$ cat src/rtl/level_hazard_seq.sv
// Level sequencer: arms a chain of hazards in order, triggers each one on the player's X position,
// animates it open one step per tick, and drives respawn/done handshakes for the player and renderer.
module level_hazard_seq #(
    parameter int                        NUM_HAZARDS = 3,
    parameter int                        XW          = 10,
    parameter logic [NUM_HAZARDS*XW-1:0] TRIG_X      = {10'd480, 10'd320, 10'd160},
    parameter int                        TICK_DIV    = 50000,
    parameter int                        STEP_PX     = 1,
    parameter int                        OPEN_PX     = 40,
    parameter logic [XW-1:0]             SPAWN_X     = 10'd32,
    parameter logic [XW-1:0]             SPAWN_Y     = 10'd400,
    localparam int                       IW          = (NUM_HAZARDS > 1) ? $clog2(NUM_HAZARDS) : 1
) (
    input  logic                   clk,
    input  logic                   reset,
    input  logic                   start,
    input  logic [XW-1:0]          player_x,
    input  logic                   death,
    output logic [2:0]             state_code,
    output logic [IW-1:0]          hazard_idx,
    output logic [XW-1:0]          hazard_offset,
    output logic [NUM_HAZARDS-1:0] open_mask,
    output logic                   spawn,
    output logic [XW-1:0]          spawn_x,
    output logic [XW-1:0]          spawn_y,
    output logic                   done,
    output logic [7:0]             death_count
);

    typedef enum logic [2:0] {
        S_IDLE    = 3'd0,
        S_SPAWN   = 3'd1,
        S_ARMED   = 3'd2,
        S_OPENING = 3'd3,
        S_OPENED  = 3'd4,
        S_DONE    = 3'd5
    } state_t;

    localparam int              TW        = (TICK_DIV > 1) ? $clog2(TICK_DIV) : 1;
    localparam logic [TW-1:0]   TICK_LAST = TW'(TICK_DIV - 1);
    localparam logic [XW:0]     STEP_W    = (XW+1)'(STEP_PX);
    localparam logic [XW:0]     OPEN_W    = (XW+1)'(OPEN_PX);
    localparam logic [IW-1:0]   LAST_IDX  = IW'(NUM_HAZARDS - 1);

    state_t                   state_reg, state_next;
    logic [IW-1:0]            idx_reg, idx_next;
    logic [XW-1:0]            offset_reg, offset_next;
    logic [NUM_HAZARDS-1:0]   mask_reg, mask_next;
    logic [TW-1:0]            tick_reg, tick_next;
    logic                     spawn_reg, spawn_next;
    logic [XW-1:0]            spawn_x_reg, spawn_x_next;
    logic [XW-1:0]            spawn_y_reg, spawn_y_next;
    logic                     done_reg, done_next;
    logic [7:0]               death_cnt_reg, death_cnt_next;

    // Threshold table padded to a power of two so any idx value selects a defined entry.
    logic [XW-1:0] trig_arr [2**IW];

    genvar gi;
    generate
        for (gi = 0; gi < 2**IW; gi++) begin : g_trig
            if (gi < NUM_HAZARDS) begin : g_use
                assign trig_arr[gi] = TRIG_X[gi*XW +: XW];
            end else begin : g_pad
                assign trig_arr[gi] = '0;
            end
        end
    endgenerate

    logic [XW:0]            offset_sum;
    logic                   offset_full;
    logic [XW-1:0]          offset_sat;
    logic [NUM_HAZARDS-1:0] idx_bit;
    logic                   death_live;

    // One extra bit keeps the step addition from wrapping before saturation.
    assign offset_sum  = {1'b0, offset_reg} + STEP_W;
    assign offset_full = (offset_sum >= OPEN_W);
    assign offset_sat  = offset_full ? OPEN_W[XW-1:0] : offset_sum[XW-1:0];
    assign idx_bit     = NUM_HAZARDS'(1) << idx_reg;
    assign death_live  = death && (state_reg == S_SPAWN || state_reg == S_ARMED ||
                                   state_reg == S_OPENING || state_reg == S_OPENED);

    always_comb begin
        state_next     = state_reg;
        idx_next       = idx_reg;
        offset_next    = offset_reg;
        mask_next      = mask_reg;
        tick_next      = tick_reg;
        death_cnt_next = death_cnt_reg;

        case (state_reg)
            S_IDLE: begin
                if (start) state_next = S_SPAWN;
            end
            S_SPAWN: begin
                state_next = S_ARMED;
            end
            S_ARMED: begin
                if (player_x > trig_arr[idx_reg]) begin
                    state_next = S_OPENING;
                    tick_next  = '0;
                end
            end
            S_OPENING: begin
                if (tick_reg == TICK_LAST) begin
                    tick_next   = '0;
                    offset_next = offset_sat;
                    if (offset_full) state_next = S_OPENED;
                end else begin
                    tick_next = tick_reg + TW'(1);
                end
            end
            S_OPENED: begin
                mask_next = mask_reg | idx_bit;
                if (idx_reg == LAST_IDX) begin
                    state_next = S_DONE;
                end else begin
                    idx_next    = idx_reg + IW'(1);
                    offset_next = '0;
                    state_next  = S_ARMED;
                end
            end
            S_DONE: begin
                if (start) state_next = S_SPAWN;
            end
            default: state_next = S_IDLE;
        endcase

        if (death_live) begin
            state_next = S_SPAWN;
            if (death_cnt_reg != 8'hFF) death_cnt_next = death_cnt_reg + 8'd1;
        end

        // Entering SPAWN wipes progress so the spawn cycle already shows a clean level.
        if (state_next == S_SPAWN) begin
            idx_next    = '0;
            offset_next = '0;
            mask_next   = '0;
            tick_next   = '0;
        end
    end

    assign spawn_next   = (state_next == S_SPAWN);
    assign spawn_x_next = spawn_next ? SPAWN_X : '0;
    assign spawn_y_next = spawn_next ? SPAWN_Y : '0;
    assign done_next    = (state_next == S_DONE);

    always_ff @(posedge clk or posedge reset) begin
        if (reset) begin
            state_reg     <= S_IDLE;
            idx_reg       <= '0;
            offset_reg    <= '0;
            mask_reg      <= '0;
            tick_reg      <= '0;
            spawn_reg     <= 1'b0;
            spawn_x_reg   <= '0;
            spawn_y_reg   <= '0;
            done_reg      <= 1'b0;
            death_cnt_reg <= '0;
        end else begin
            state_reg     <= state_next;
            idx_reg       <= idx_next;
            offset_reg    <= offset_next;
            mask_reg      <= mask_next;
            tick_reg      <= tick_next;
            spawn_reg     <= spawn_next;
            spawn_x_reg   <= spawn_x_next;
            spawn_y_reg   <= spawn_y_next;
            done_reg      <= done_next;
            death_cnt_reg <= death_cnt_next;
        end
    end

    assign state_code    = state_reg;
    assign hazard_idx    = idx_reg;
    assign hazard_offset = offset_reg;
    assign open_mask     = mask_reg;
    assign spawn         = spawn_reg;
    assign spawn_x       = spawn_x_reg;
    assign spawn_y       = spawn_y_reg;
    assign done          = done_reg;
    assign death_count   = death_cnt_reg;

endmodule

$ cat config.mk
export PLATFORM = sky130hd
export DESIGN_NAME = level_hazard_seq
export DESIGN_NICKNAME = d
export VERILOG_FILES = /design/src/rtl/level_hazard_seq.sv
export SDC_FILE = /design/constraint.sdc
export NUM_CORES = 1
export LEC_CHECK = 0
export BUFFER_PORTS_ARGS = -buffer_cell sky130_fd_sc_hd__buf_2
export CAP_MARGIN = 20
export CORE_UTILIZATION = 49
export DETAILED_ROUTE_END_ITERATION = 8
export PLACE_DENSITY_LB_ADDON = 0.3
export SLEW_MARGIN = 20
export SYNTH_ARGS = -nofsm -noshare
export SYNTH_HDL_FRONTEND = slang
export SYNTH_SLANG_ARGS = --single-unit
$ cat constraint.sdc
create_clock -name clk -period 2.4 [get_ports clk]
set_input_delay 0.24 -clock clk [delete_from_list [all_inputs] [get_ports clk]]
set_output_delay 0.24 -clock clk [all_outputs]
set_load 0.02 [all_outputs]
==> results.cfg <==
[status]
status = finished, final reports clean

[floorplanning]
die_h_um = 77.75
floorplan.die_area_um2 = 6044
row_count = 27
core_region_area_um2 = 5507
initial_utilization_pct = 51.06
top_level_ports = 62
floorplan.die.width_um = 77.75

[timing]
report.final.hold_viol_count = 0
period_minus_slack_ns = 2.296
rsz0062_at_grt = no
report.final.setup_viol = 0
finalSetupTns_ns = 0
slew_headroom_pct = 62.10
slew_violations = 0
fin_clk_skew_ns = 0.003221
final_min_period_over_clock_period_pct = 95.67
max_slew.worst_pin.slew_ns = 0.5684
fmax_mhz = 435.5

[clock_tree]
htreeDepth = 2
clkLatencyLatePin_ns = 0.30
cts.clk_slew.worst_paths_ns = 0.09
tritoncts_clock_tree = yes
clock_path_buffers = 2
cts.sink_count = 44
clock_buffer_count_from_cts = 5
cts_hold_repair.buffers = 0
cts_root_buffer = sky130_fd_sc_hd__clkbuf_8

[yosys]
ys_seq_elements = 44
netlist_area_before_placement_um2 = 2811
synth_cell_type_count = 57
number_of_warning_messages_in_the_yosys_log = 0
syn-instance-count = 311
ys_async_sr_fraction_pct = 100.0
syn_avg_cell_area_um2 = 9.040
synth_enable_flop_cells = 0
synth_flop_cell = sky130_fd_sc_hd__dfrtp_1
synth_seq_area_share_pct = 39.16

[cells_and_area]
num-nets-final = 388
largest_register_ffs = 16
num_antenna_cells = 0
fillCellCount = 472
layout.cells.non_filler = 437
postLayoutCellArea_um2 = 3283
area.growth.synth_to_final_pct = 16.78
post_route_cells_drive_above_1_share_pct = 25.21

[route]
detail_route.wl_per_cell_um = 14.11
vias = 2390
drc_errors = 0
routed_wl_um = 6164
drt_pass1_iterations = 4
drt.antenna.violating_nets = 0
drtIter0Drc = 168
drt-vias-per-instance = 5.469

[power_and_ir_drop]
power.net_switching_mw = 0.6800
worst_ir_drop_vdd_mv = 0.5345
power.density_nw_per_um2 = 606.5
cellLeakagePower_nw = 1.554
power.total_mw = 1.991
share_clk_of_total_power_pct = 29.0
power_switching_share_pct = 34.15
seq_power_share_pct = 45.3
combinationalPowerShare_pct = 25.6
intPower_mw = 1.311

[critical_path]
reg2regPathDepth = 10
critPathArrivalTime_ns = 2.51
worst_setup_path_start_kind = flip-flop
cp_data_required_time_ns = 2.61
worst-path-max-fanout = 6
worst_r2r_endpoint = tick_reg[3]
worst-r2r-setup-slack_ns = 0.10
critical_path_class = flip-flop to flip-flop
timing.critical_path.to_type = flip-flop
r2r-start = hazard_idx[0]

[place]
post-place-cells = 426
globalplace.congestion = 0.8653
post_dp_cell_area_um2 = 3095
dpl.hpwl_um = 4348
numPortBuffers = 45

[global_routing]
grt_overflow_total = 0
groute.usage.overall_pct = 21.23
gr_util_met3_pct = 4.000
grt_first_pass_wirelength_um = 10180
grt_antenna_before_repair = 0
grt_max_degree = 45
grt-busiest-layer = met2
gr-usage-met2_pct = 36.28
groute.layer.met1.usage_pct = 26.57
number_of_global_route_vias_before_repair = 2242

[hold_path]
min_path_type = input pin to async pin

[job]
drv_cap = 0
## per-stage QoR
step           hold WS [ns]  setup WS [ns]  utilization (%)
5_1_grt              0.1249       0.004102            59.62
2_1_floorplan        0.4224      0.0005820                -
6_report            0.06356         0.1039            59.62
3_5_place_dp         0.4174       -0.07505            56.21
4_1_cts             0.08840       0.008247            58.49
3_3_place_gp         0.4201         0.1148            56.21
## layout make-up
type / instances / area, µm² / share of cell area, %
tap: 72 / 90.09 / 2.744
sequential: 44 / 1102 / 33.57
multi-input combinational: 240 / 1582 / 48.17
inverter: 11 / 41.29 / 1.258
clock buffer: 5 / 68.82 / 2.096
clock inverter: 3 / 42.54 / 1.296
timing repair buffer: 62 / 356.6 / 10.86
## cells in the final DEF (no fill, tap or decap), types with 3 or more instances in the layout
cell	n
sky130_fd_sc_hd__a211o_1	3
sky130_fd_sc_hd__a211oi_1	4
sky130_fd_sc_hd__a21o_1	3
sky130_fd_sc_hd__a21oi_1	26
sky130_fd_sc_hd__a311oi_1	3
sky130_fd_sc_hd__a31oi_1	8
sky130_fd_sc_hd__and2_1	8
sky130_fd_sc_hd__and3_1	4
sky130_fd_sc_hd__and4_1	5
sky130_fd_sc_hd__buf_2	45
sky130_fd_sc_hd__buf_4	16
sky130_fd_sc_hd__clkbuf_8	5
sky130_fd_sc_hd__conb_1	16
sky130_fd_sc_hd__dfrtp_1	43
sky130_fd_sc_hd__ha_1	9
sky130_fd_sc_hd__inv_1	9
sky130_fd_sc_hd__nand2_1	18
sky130_fd_sc_hd__nand2b_1	4
sky130_fd_sc_hd__nand3_1	10
sky130_fd_sc_hd__nand3b_1	3
sky130_fd_sc_hd__nand4_1	6
sky130_fd_sc_hd__nand4b_1	3
sky130_fd_sc_hd__nor2_1	37
sky130_fd_sc_hd__nor3_1	3
sky130_fd_sc_hd__nor4_1	3
sky130_fd_sc_hd__nor4b_1	3
sky130_fd_sc_hd__o21ai_0	11
sky130_fd_sc_hd__or2_2	3
sky130_fd_sc_hd__xnor2_1	7
sky130_fd_sc_hd__xor2_1	4
## worst max-delay path by stage
stage,depth (start not counted),startpoint,to,slack (ns)
finish,10,hazard_idx[0],tick_reg[3],0.10
CTS,10,hazard_idx[0],tick_reg[6],0.008
floorplan,11,hazard_idx[0],tick_reg[3],0.0006
global route,10,hazard_idx[0],tick_reg[4],0.004
detailed placement,10,hazard_idx[0],tick_reg[6],-0.08
global placement,10,hazard_idx[0],tick_reg[6],0.11
## synthesized netlist by cell type, types with 2 or more instances
| cell type | instances | area, µm² |
|---|---|---|
| sky130_fd_sc_hd__nor4_1 | 3 | 18.77 |
| sky130_fd_sc_hd__xor2_1 | 4 | 35.03 |
| sky130_fd_sc_hd__a311oi_1 | 3 | 26.28 |
| sky130_fd_sc_hd__nand3b_1 | 3 | 22.52 |
| sky130_fd_sc_hd__nand3_1 | 10 | 50.05 |
| sky130_fd_sc_hd__nand2_1 | 18 | 67.56 |
| sky130_fd_sc_hd__nor3_1 | 3 | 15.01 |
| sky130_fd_sc_hd__a21oi_1 | 26 | 130.1 |
| sky130_fd_sc_hd__a21o_1 | 3 | 22.52 |
| sky130_fd_sc_hd__nand4b_1 | 3 | 26.28 |
| sky130_fd_sc_hd__inv_1 | 11 | 41.29 |
| sky130_fd_sc_hd__clkbuf_1 | 3 | 11.26 |
| sky130_fd_sc_hd__or3b_1 | 2 | 17.52 |
| sky130_fd_sc_hd__or2_2 | 4 | 25.02 |
| sky130_fd_sc_hd__nand2b_1 | 4 | 25.02 |
| sky130_fd_sc_hd__dfrtp_1 | 44 | 1101 |
| sky130_fd_sc_hd__buf_1 | 2 | 7.510 |
| sky130_fd_sc_hd__and2_1 | 8 | 50.05 |
| sky130_fd_sc_hd__or2_1 | 2 | 12.51 |
| sky130_fd_sc_hd__a31oi_1 | 8 | 50.05 |
| sky130_fd_sc_hd__nand4_1 | 6 | 37.54 |
| sky130_fd_sc_hd__and3_1 | 4 | 25.02 |
| sky130_fd_sc_hd__xnor2_1 | 7 | 61.31 |
| sky130_fd_sc_hd__a211oi_1 | 6 | 45.04 |
| sky130_fd_sc_hd__a211o_1 | 3 | 26.28 |
| sky130_fd_sc_hd__mux2i_1 | 2 | 20.02 |
| sky130_fd_sc_hd__nand4bb_1 | 2 | 22.52 |
| sky130_fd_sc_hd__o21ai_0 | 11 | 55.05 |
| sky130_fd_sc_hd__buf_2 | 5 | 25.02 |
| sky130_fd_sc_hd__nor2_1 | 37 | 138.9 |
| sky130_fd_sc_hd__and4_1 | 5 | 43.79 |
| sky130_fd_sc_hd__ha_1 | 10 | 125.1 |
| sky130_fd_sc_hd__nor4b_1 | 4 | 35.03 |
| sky130_fd_sc_hd__buf_4 | 21 | 157.7 |
| sky130_fd_sc_hd__nor2b_1 | 2 | 12.51 |
## kinds of logic after synthesis
family                   share of synthesized area, %
AND/OR/NAND/NOR                                 25.41
AO/OA/AOI/OAI                                   17.67
flip-flops                                      39.16
buffers and inverters                           8.634
XOR/XNOR                                        3.427
adder cells (fa/ha/maj)                         4.450
multiplexers                                    1.113
other                                          0.1334
## timing repair
| action | CTS | global route |
|---|---|---|
| setup buffers | 1 | 1 |
| cloned | 0 | 1 |
| pin swaps | 0 | 5 |
| setup endpoints to repair | 10 | 15 |
| gates resized for setup | 1 | 11 |
## power groups by stage
stage | clock network, mW | registers [mW] | logic, mW
after floorplan | 0 | 0.983 | 0.301
after global placement | 0 | 0.916 | 0.487
after detailed placement | 0 | 0.920 | 0.493
after CTS | 0.592 | 0.905 | 0.500
after global routing | 0.615 | 0.917 | 0.557
final | 0.578 | 0.903 | 0.510
## critical path, stage by stage (launching register included)
cell,delay (ns)
sky130_fd_sc_hd__dfrtp_2,0.41
sky130_fd_sc_hd__inv_1,0.12
sky130_fd_sc_hd__ha_1,0.19
sky130_fd_sc_hd__or2_4,0.13
sky130_fd_sc_hd__inv_1,0.04
sky130_fd_sc_hd__ha_1,0.17
sky130_fd_sc_hd__a211o_1,0.33
sky130_fd_sc_hd__o311ai_4,0.36
sky130_fd_sc_hd__buf_6,0.18
sky130_fd_sc_hd__a21oi_1,0.04
sky130_fd_sc_hd__a211oi_1,0.22
## metal layers
layer	vias to the layer above	share of wire (%)
met2	48	50
met3	6	3.0
met5	-	0
met1	1151	46
li1	1185	-
met4	0	0.97
Note: power is estimated with default switching activity, not from simulation.
